==> src/rtl/mem_ctrl.sv <==
// -----------------------------------------------------------------------------
// mem_ctrl
// Memory-side controller for a 16-bit CPU datapath. It accepts one load/store
// request at a time from the control unit, latches the address into MAR and
// the write data into MDR, then drives a wait-state memory port until the
// memory acknowledges or a timeout expires. Each request completes with a
// one-cycle response pulse that carries the read data or a timeout error.
//
// Ports
//   clk, rst_n         clock (posedge) / asynchronous active-low reset
//   req_valid/ready    request handshake from the control unit
//   req_we             1 = store, 0 = load
//   req_addr/wdata     request address / store data
//   rsp_valid          one-cycle completion pulse (no backpressure)
//   rsp_rdata/err      MDR contents / timeout flag, valid with rsp_valid
//   mem_en/we          memory access strobe / write enable
//   mem_addr/wdata     memory address (MAR) / write data (MDR)
//   mem_rdata/ack      memory read data / access complete this cycle
//   dbg_state          current FSM state (0 = IDLE, 1 = ACCESS, 2 = RESP)
//
// Handshake: a request transfers on a rising edge where req_valid and
// req_ready are both high. req_ready is high only in IDLE, so a request held
// while busy is neither consumed nor dropped; the requester simply keeps it
// up until it is accepted. The response has no ready: the consumer must take
// it during the single cycle rsp_valid is high.
// -----------------------------------------------------------------------------
module mem_ctrl #(
  parameter int ADDR_W      = 16,
  parameter int DATA_W      = 16,
  parameter int TIMEOUT_CYC = 64
) (
  input  logic              clk,
  input  logic              rst_n,
  input  logic              req_valid,
  output logic              req_ready,
  input  logic              req_we,
  input  logic [ADDR_W-1:0] req_addr,
  input  logic [DATA_W-1:0] req_wdata,
  output logic              rsp_valid,
  output logic [DATA_W-1:0] rsp_rdata,
  output logic              rsp_err,
  output logic              mem_en,
  output logic              mem_we,
  output logic [ADDR_W-1:0] mem_addr,
  output logic [DATA_W-1:0] mem_wdata,
  input  logic [DATA_W-1:0] mem_rdata,
  input  logic              mem_ack,
  output logic [1:0]        dbg_state
);

  localparam int CNT_W = $clog2(TIMEOUT_CYC);
  localparam logic [CNT_W-1:0] CNT_LAST = CNT_W'(TIMEOUT_CYC - 1);

  typedef enum logic [1:0] {
    ST_IDLE   = 2'd0,
    ST_ACCESS = 2'd1,
    ST_RESP   = 2'd2
  } state_e;

  state_e              state_q, state_d;
  logic [ADDR_W-1:0]   mar_q,   mar_d;
  logic [DATA_W-1:0]   mdr_q,   mdr_d;
  logic                we_q,    we_d;
  logic                err_q,   err_d;
  logic [CNT_W-1:0]    cnt_q,   cnt_d;

  // ---------------------------------------------------------------------------
  // State register
  // ---------------------------------------------------------------------------
  always_ff @(posedge clk or negedge rst_n) begin
    if (!rst_n) begin
      state_q <= ST_IDLE;
      mar_q   <= '0;
      mdr_q   <= '0;
      we_q    <= 1'b0;
      err_q   <= 1'b0;
      cnt_q   <= '0;
    end else begin
      state_q <= state_d;
      mar_q   <= mar_d;
      mdr_q   <= mdr_d;
      we_q    <= we_d;
      err_q   <= err_d;
      cnt_q   <= cnt_d;
    end
  end

  // ---------------------------------------------------------------------------
  // Next-state logic
  // ---------------------------------------------------------------------------
  always_comb begin
    state_d = state_q;
    mar_d   = mar_q;
    mdr_d   = mdr_q;
    we_d    = we_q;
    err_d   = err_q;
    cnt_d   = cnt_q;

    unique case (state_q)
      ST_IDLE: begin
        if (req_valid) begin
          mar_d   = req_addr;
          mdr_d   = req_wdata;
          we_d    = req_we;
          cnt_d   = '0;
          state_d = ST_ACCESS;
        end
      end

      ST_ACCESS: begin
        // The ack is tested first so an ack on the final timeout cycle
        // still completes the access cleanly.
        if (mem_ack) begin
          if (!we_q) begin
            mdr_d = mem_rdata;
          end
          err_d   = 1'b0;
          state_d = ST_RESP;
        end else if (cnt_q == CNT_LAST) begin
          err_d   = 1'b1;
          state_d = ST_RESP;
        end else begin
          cnt_d = cnt_q + CNT_W'(1);
        end
      end

      ST_RESP: begin
        state_d = ST_IDLE;
      end

      default: begin
        state_d = ST_IDLE;
      end
    endcase
  end

  // ---------------------------------------------------------------------------
  // Outputs: decoded from registered state only, so they are glitch-free and
  // constant for the whole ACCESS phase, and reset drops them asynchronously.
  // ---------------------------------------------------------------------------
  assign req_ready = (state_q == ST_IDLE);
  assign mem_en    = (state_q == ST_ACCESS);
  assign mem_we    = (state_q == ST_ACCESS) && we_q;
  assign mem_addr  = mar_q;
  assign mem_wdata = mdr_q;
  assign rsp_valid = (state_q == ST_RESP);
  assign rsp_err   = (state_q == ST_RESP) && err_q;
  // A store returns its own data because MDR still holds the write value.
  assign rsp_rdata = (state_q == ST_RESP) ? mdr_q : '0;
  assign dbg_state = state_q;

endmodule

==> config.mk <==
export PLATFORM = sky130hd
export DESIGN_NAME = mem_ctrl
export DESIGN_NICKNAME = d
export VERILOG_FILES = /design/src/rtl/mem_ctrl.sv
export SDC_FILE = /design/constraint.sdc
export NUM_CORES = 1
export LEC_CHECK = 0
export ABC_AREA = 0
export ABC_CLOCK_PERIOD_IN_PS = 1500
export CAP_MARGIN = 20
export CORE_MARGIN = 4
export CORE_UTILIZATION = 38
export CTS_CLUSTER_SIZE = 14
export DETAILED_ROUTE_END_ITERATION = 16
export GPL_ROUTABILITY_DRIVEN = 0
export HOLD_SLACK_MARGIN = 0.02
export PLACE_DENSITY = 0.79
export RECOVER_POWER = 100
export SLEW_MARGIN = 0
export SYNTH_ARGS = -nofsm -noshare
export SYNTH_HDL_FRONTEND = slang
export SYNTH_SLANG_ARGS = --single-unit
==> constraint.sdc <==
create_clock -name clk -period 1.5 [get_ports clk]
set_input_delay 0.3 -clock clk [delete_from_list [all_inputs] [get_ports clk]]
set_output_delay 0.3 -clock clk [all_outputs]
set_load 0.02 [all_outputs]
==> results.ini <==
[outcome]
status=finished, violations left
violated_checks=negative setup slack

[cts]
clock_tree.htree_level_count=2
clk_path_buf_depth=2
tritoncts.num_buffers=5
path_clk_slew_ns=0.08
worst_skew_pair.late_latency_ns=0.30
ctsRootBufferMaster=clkbuf_8
tritoncts_clock_tree=built
clock_sinks=42

[drt]
postRouteAntennaNets=0
post_drt_via_cell_ratio=5.00
drt-initial-drc-count=98
drc_errors=0
detailedRoute.firstPassIterationCount=4
dr_total_vias=1931
routed_wl_um=5890
wl_per_cell_um=15.3

[timing]
timing.slew.headroom=0.609
tightest_slew_ns=0.587
finalSetupViolCount=20
post-route-min-period_ns=1.58
timing_hold_violations_final=0
period_share=1.05
setup_repair_after_global_routing_missed_its_margin=yes
fin_skew_ns=0.00669
fmaxAchievable_mhz=632
setup_ws_ns=-0.0817
final_max_slew_viol_count=0

[yosys]
synthDistinctLibCells=28
number_of_standard_cells_after_synthesis=196
synth_simple_gate_area_frac=0.211
synthesis.nets=250
synthesis.area_per_instance_um2=9.93
combinational_family_with_the_most_area_after_synthesis=simple AND/OR/NAND/NOR gates
ys_seq_area_frac=0.540
ys_seq_elements=42
synth_mux_area_frac=0.103
synth-xor-area-share=0
synth.yosys.warnings=0
synth_compound_gate_area_share=0.103
netlist_area_um2=1950
post_synth_fa_ha_maj_area_fraction=0.00643

[power]
p_leak_uw=0.00148
power_density_nw_per_um2=1600
vdd_ir_drop_max_v=0.000915

[placement]
numPortBuffers=107
placedCellCount=372
dp.final_hpwl_um=4020

[final_layout]
regArea_um2=1050
most_common_cell_after_layout_fill_and_taps_aside=clkdlybuf4s50_1
finish.net_count=372
fillCellCount=399
post_route_cells_drive_above_1_share=0.207
syn_to_final_growth_pct=71.3
multi_input_area_um2=885
final_core_utilization=0.688
layout.cells.most_common_list=51 x clkdlybuf4s50_1, 40 x dfrtp_1, 35 x nand2_1
instances_no_fill=386
n_antenna_cell=0

[global_route]
grt_first_pass_wirelength_um=8740
grt_start_max_net_pins=43
grt_util_all_layers=0.176
first_global_vias=1771
antenna_found_initial=0
globalRouteOverflowTotal=0

[floorplan]
placementRows=25
die-area_um2=6330
die_x_um=79.6
core_region_area_um2=4850
pin_count=108
initial_utilization=0.402
die_height_um=79.6

[setup_path]
cpPeakStageDelay_ns=0.42
arrival_ns=1.28
crit_chain=nor2b_4, buf_12, and2_1, buf_6
worst_path_dominant_cell_family=flip-flops
setup.worst_path.class=reg2out
timing.critical_path.to_type=output pin
timing.critical_path.from_type=flop
required_worst_endpoint_ns=1.20
worst-path-buf-inv=2
timing.critical_path.fanout_max=17
slowest_stage_cell_cp=dfrtp_2

[min_path]
hold_path_class=reg2reg

[job]
drv_cap=0

[logic make-up (layout without fill, tap and decap cells)]
logic type	after synthesis	in the layout
buffers and inverters	13	134
flip-flops	42	42
AO/OA/AOI/OAI	33	33
adder cells (fa/ha/maj)	1	1
multiplexers	18	18
AND/OR/NAND/NOR	89	91
[registers in the layout (all words and copies together) (netlist names)]
register / count
mem_addr: 16
mem_wdata: 16
err_q: 1
we_q: 1
dbg_state: 2
cnt_q: 6
[final cells by class]
type                    instances  share of cell area
clock buffers                   6              0.0248
clock inverters                 2             0.00375
inverters                       3             0.00338
multi-input cells             143               0.265
flip-flops and latches         42               0.316
well taps                      67              0.0251
repair buffers                123               0.362
[per-stage QoR]
stage	instance area, um^2	worst slack, ns	TNS [ns]	hold slack [ns]	power (uW)
after floorplan	1970	-0.0191	-0.218	0.00441	3290
after global placement	3180	-0.243	-6.69	0.295	4660
after detailed placement	3180	-0.280	-7.91	0.296	4720
after CTS	3260	-0.0955	-1.43	0.488	5240
after global routing	3330	-0.138	-3.05	0.519	5660
final	3330	-0.0817	-1.33	0.488	5320
[worst register-to-register path, stage by stage (launching register included)]
cell and delay (ns):
dfrtp_2 0.44, buf_4 0.17, nand2b_4 0.16, a21oi_4 0.27
clkbuf_16 0.21, nor2_1 0.05, a31oi_1 0.17
[worst paths after layout]
path,cells past startpoint,from,to,slack [ns]
max,4,dbg_state[1],rsp_rdata[0],-0.08
max reg2reg,6,dbg_state[0],mem_wdata[5],-0.03
max in group asynchronous,3,rst_n,dbg_state[0],0.42
min in group asynchronous,3,rst_n,cnt_q[2],0.63
min,1,mem_addr[3],mem_addr[3],0.49
min reg2reg,1,mem_addr[3],mem_addr[3],0.49
[power breakdown]
part           switching (uW)  leakage (uW)  internal (uW)
sequential                261      0.000495           1570
combinational            1460      0.000943           1250
clock                     413     0.0000472            371
[synthesized netlist by cell type]
cell      number  area [um^2]
nor3_1         2         10.0
nand2_1       35          131
nand3b_1       1         7.51
a21o_1         1         7.51
a21oi_1        8         40.0
a41oi_1        1         8.76
a31oi_1       16          100
mux2_1        10          113
or3_1          1         6.26
ha_1           1         12.5
nand3_1        4         20.0
inv_1          3         11.3
o22ai_1        2         12.5
mux2i_1        1         10.0
and3_1         1         6.26
buf_6          2         22.5
o31ai_1        1         7.51
a21oi_2        1         8.76
buf_2          6         30.0
nor2_1        21         78.8
o21ai_0        3         15.0
and2_1        20          125
dfrtp_1       42         1050
mux2_2         7         78.8
nor2b_1        1         6.26
nand2b_1       3         18.8
clkbuf_1       1         3.75
buf_1          1         3.75
[routing by layer]
metal / global-route usage / part of all wire / vias to the layer above / wire [um]
li1: - / - / 916 / -
met1: 0.234 / 0.43 / 932 / 2530
met2: 0.280 / 0.46 / 73 / 2730
met3: 0.0406 / 0.089 / 10 / 527
met4: 0.0653 / 0.017 / 0 / 100
met5: 0 / 0 / - / 0
[what timing repair did]
item	in CTS	in global routing
gates cloned	0	4
setup endpoints to repair	55	56
gates resized for setup	158	12
buffers inserted	1	0
hold endpoints to repair	42	0
hold buffers	1	0
pin swaps	0	1
No activity file was read; power rests on OpenSTA's default activity.
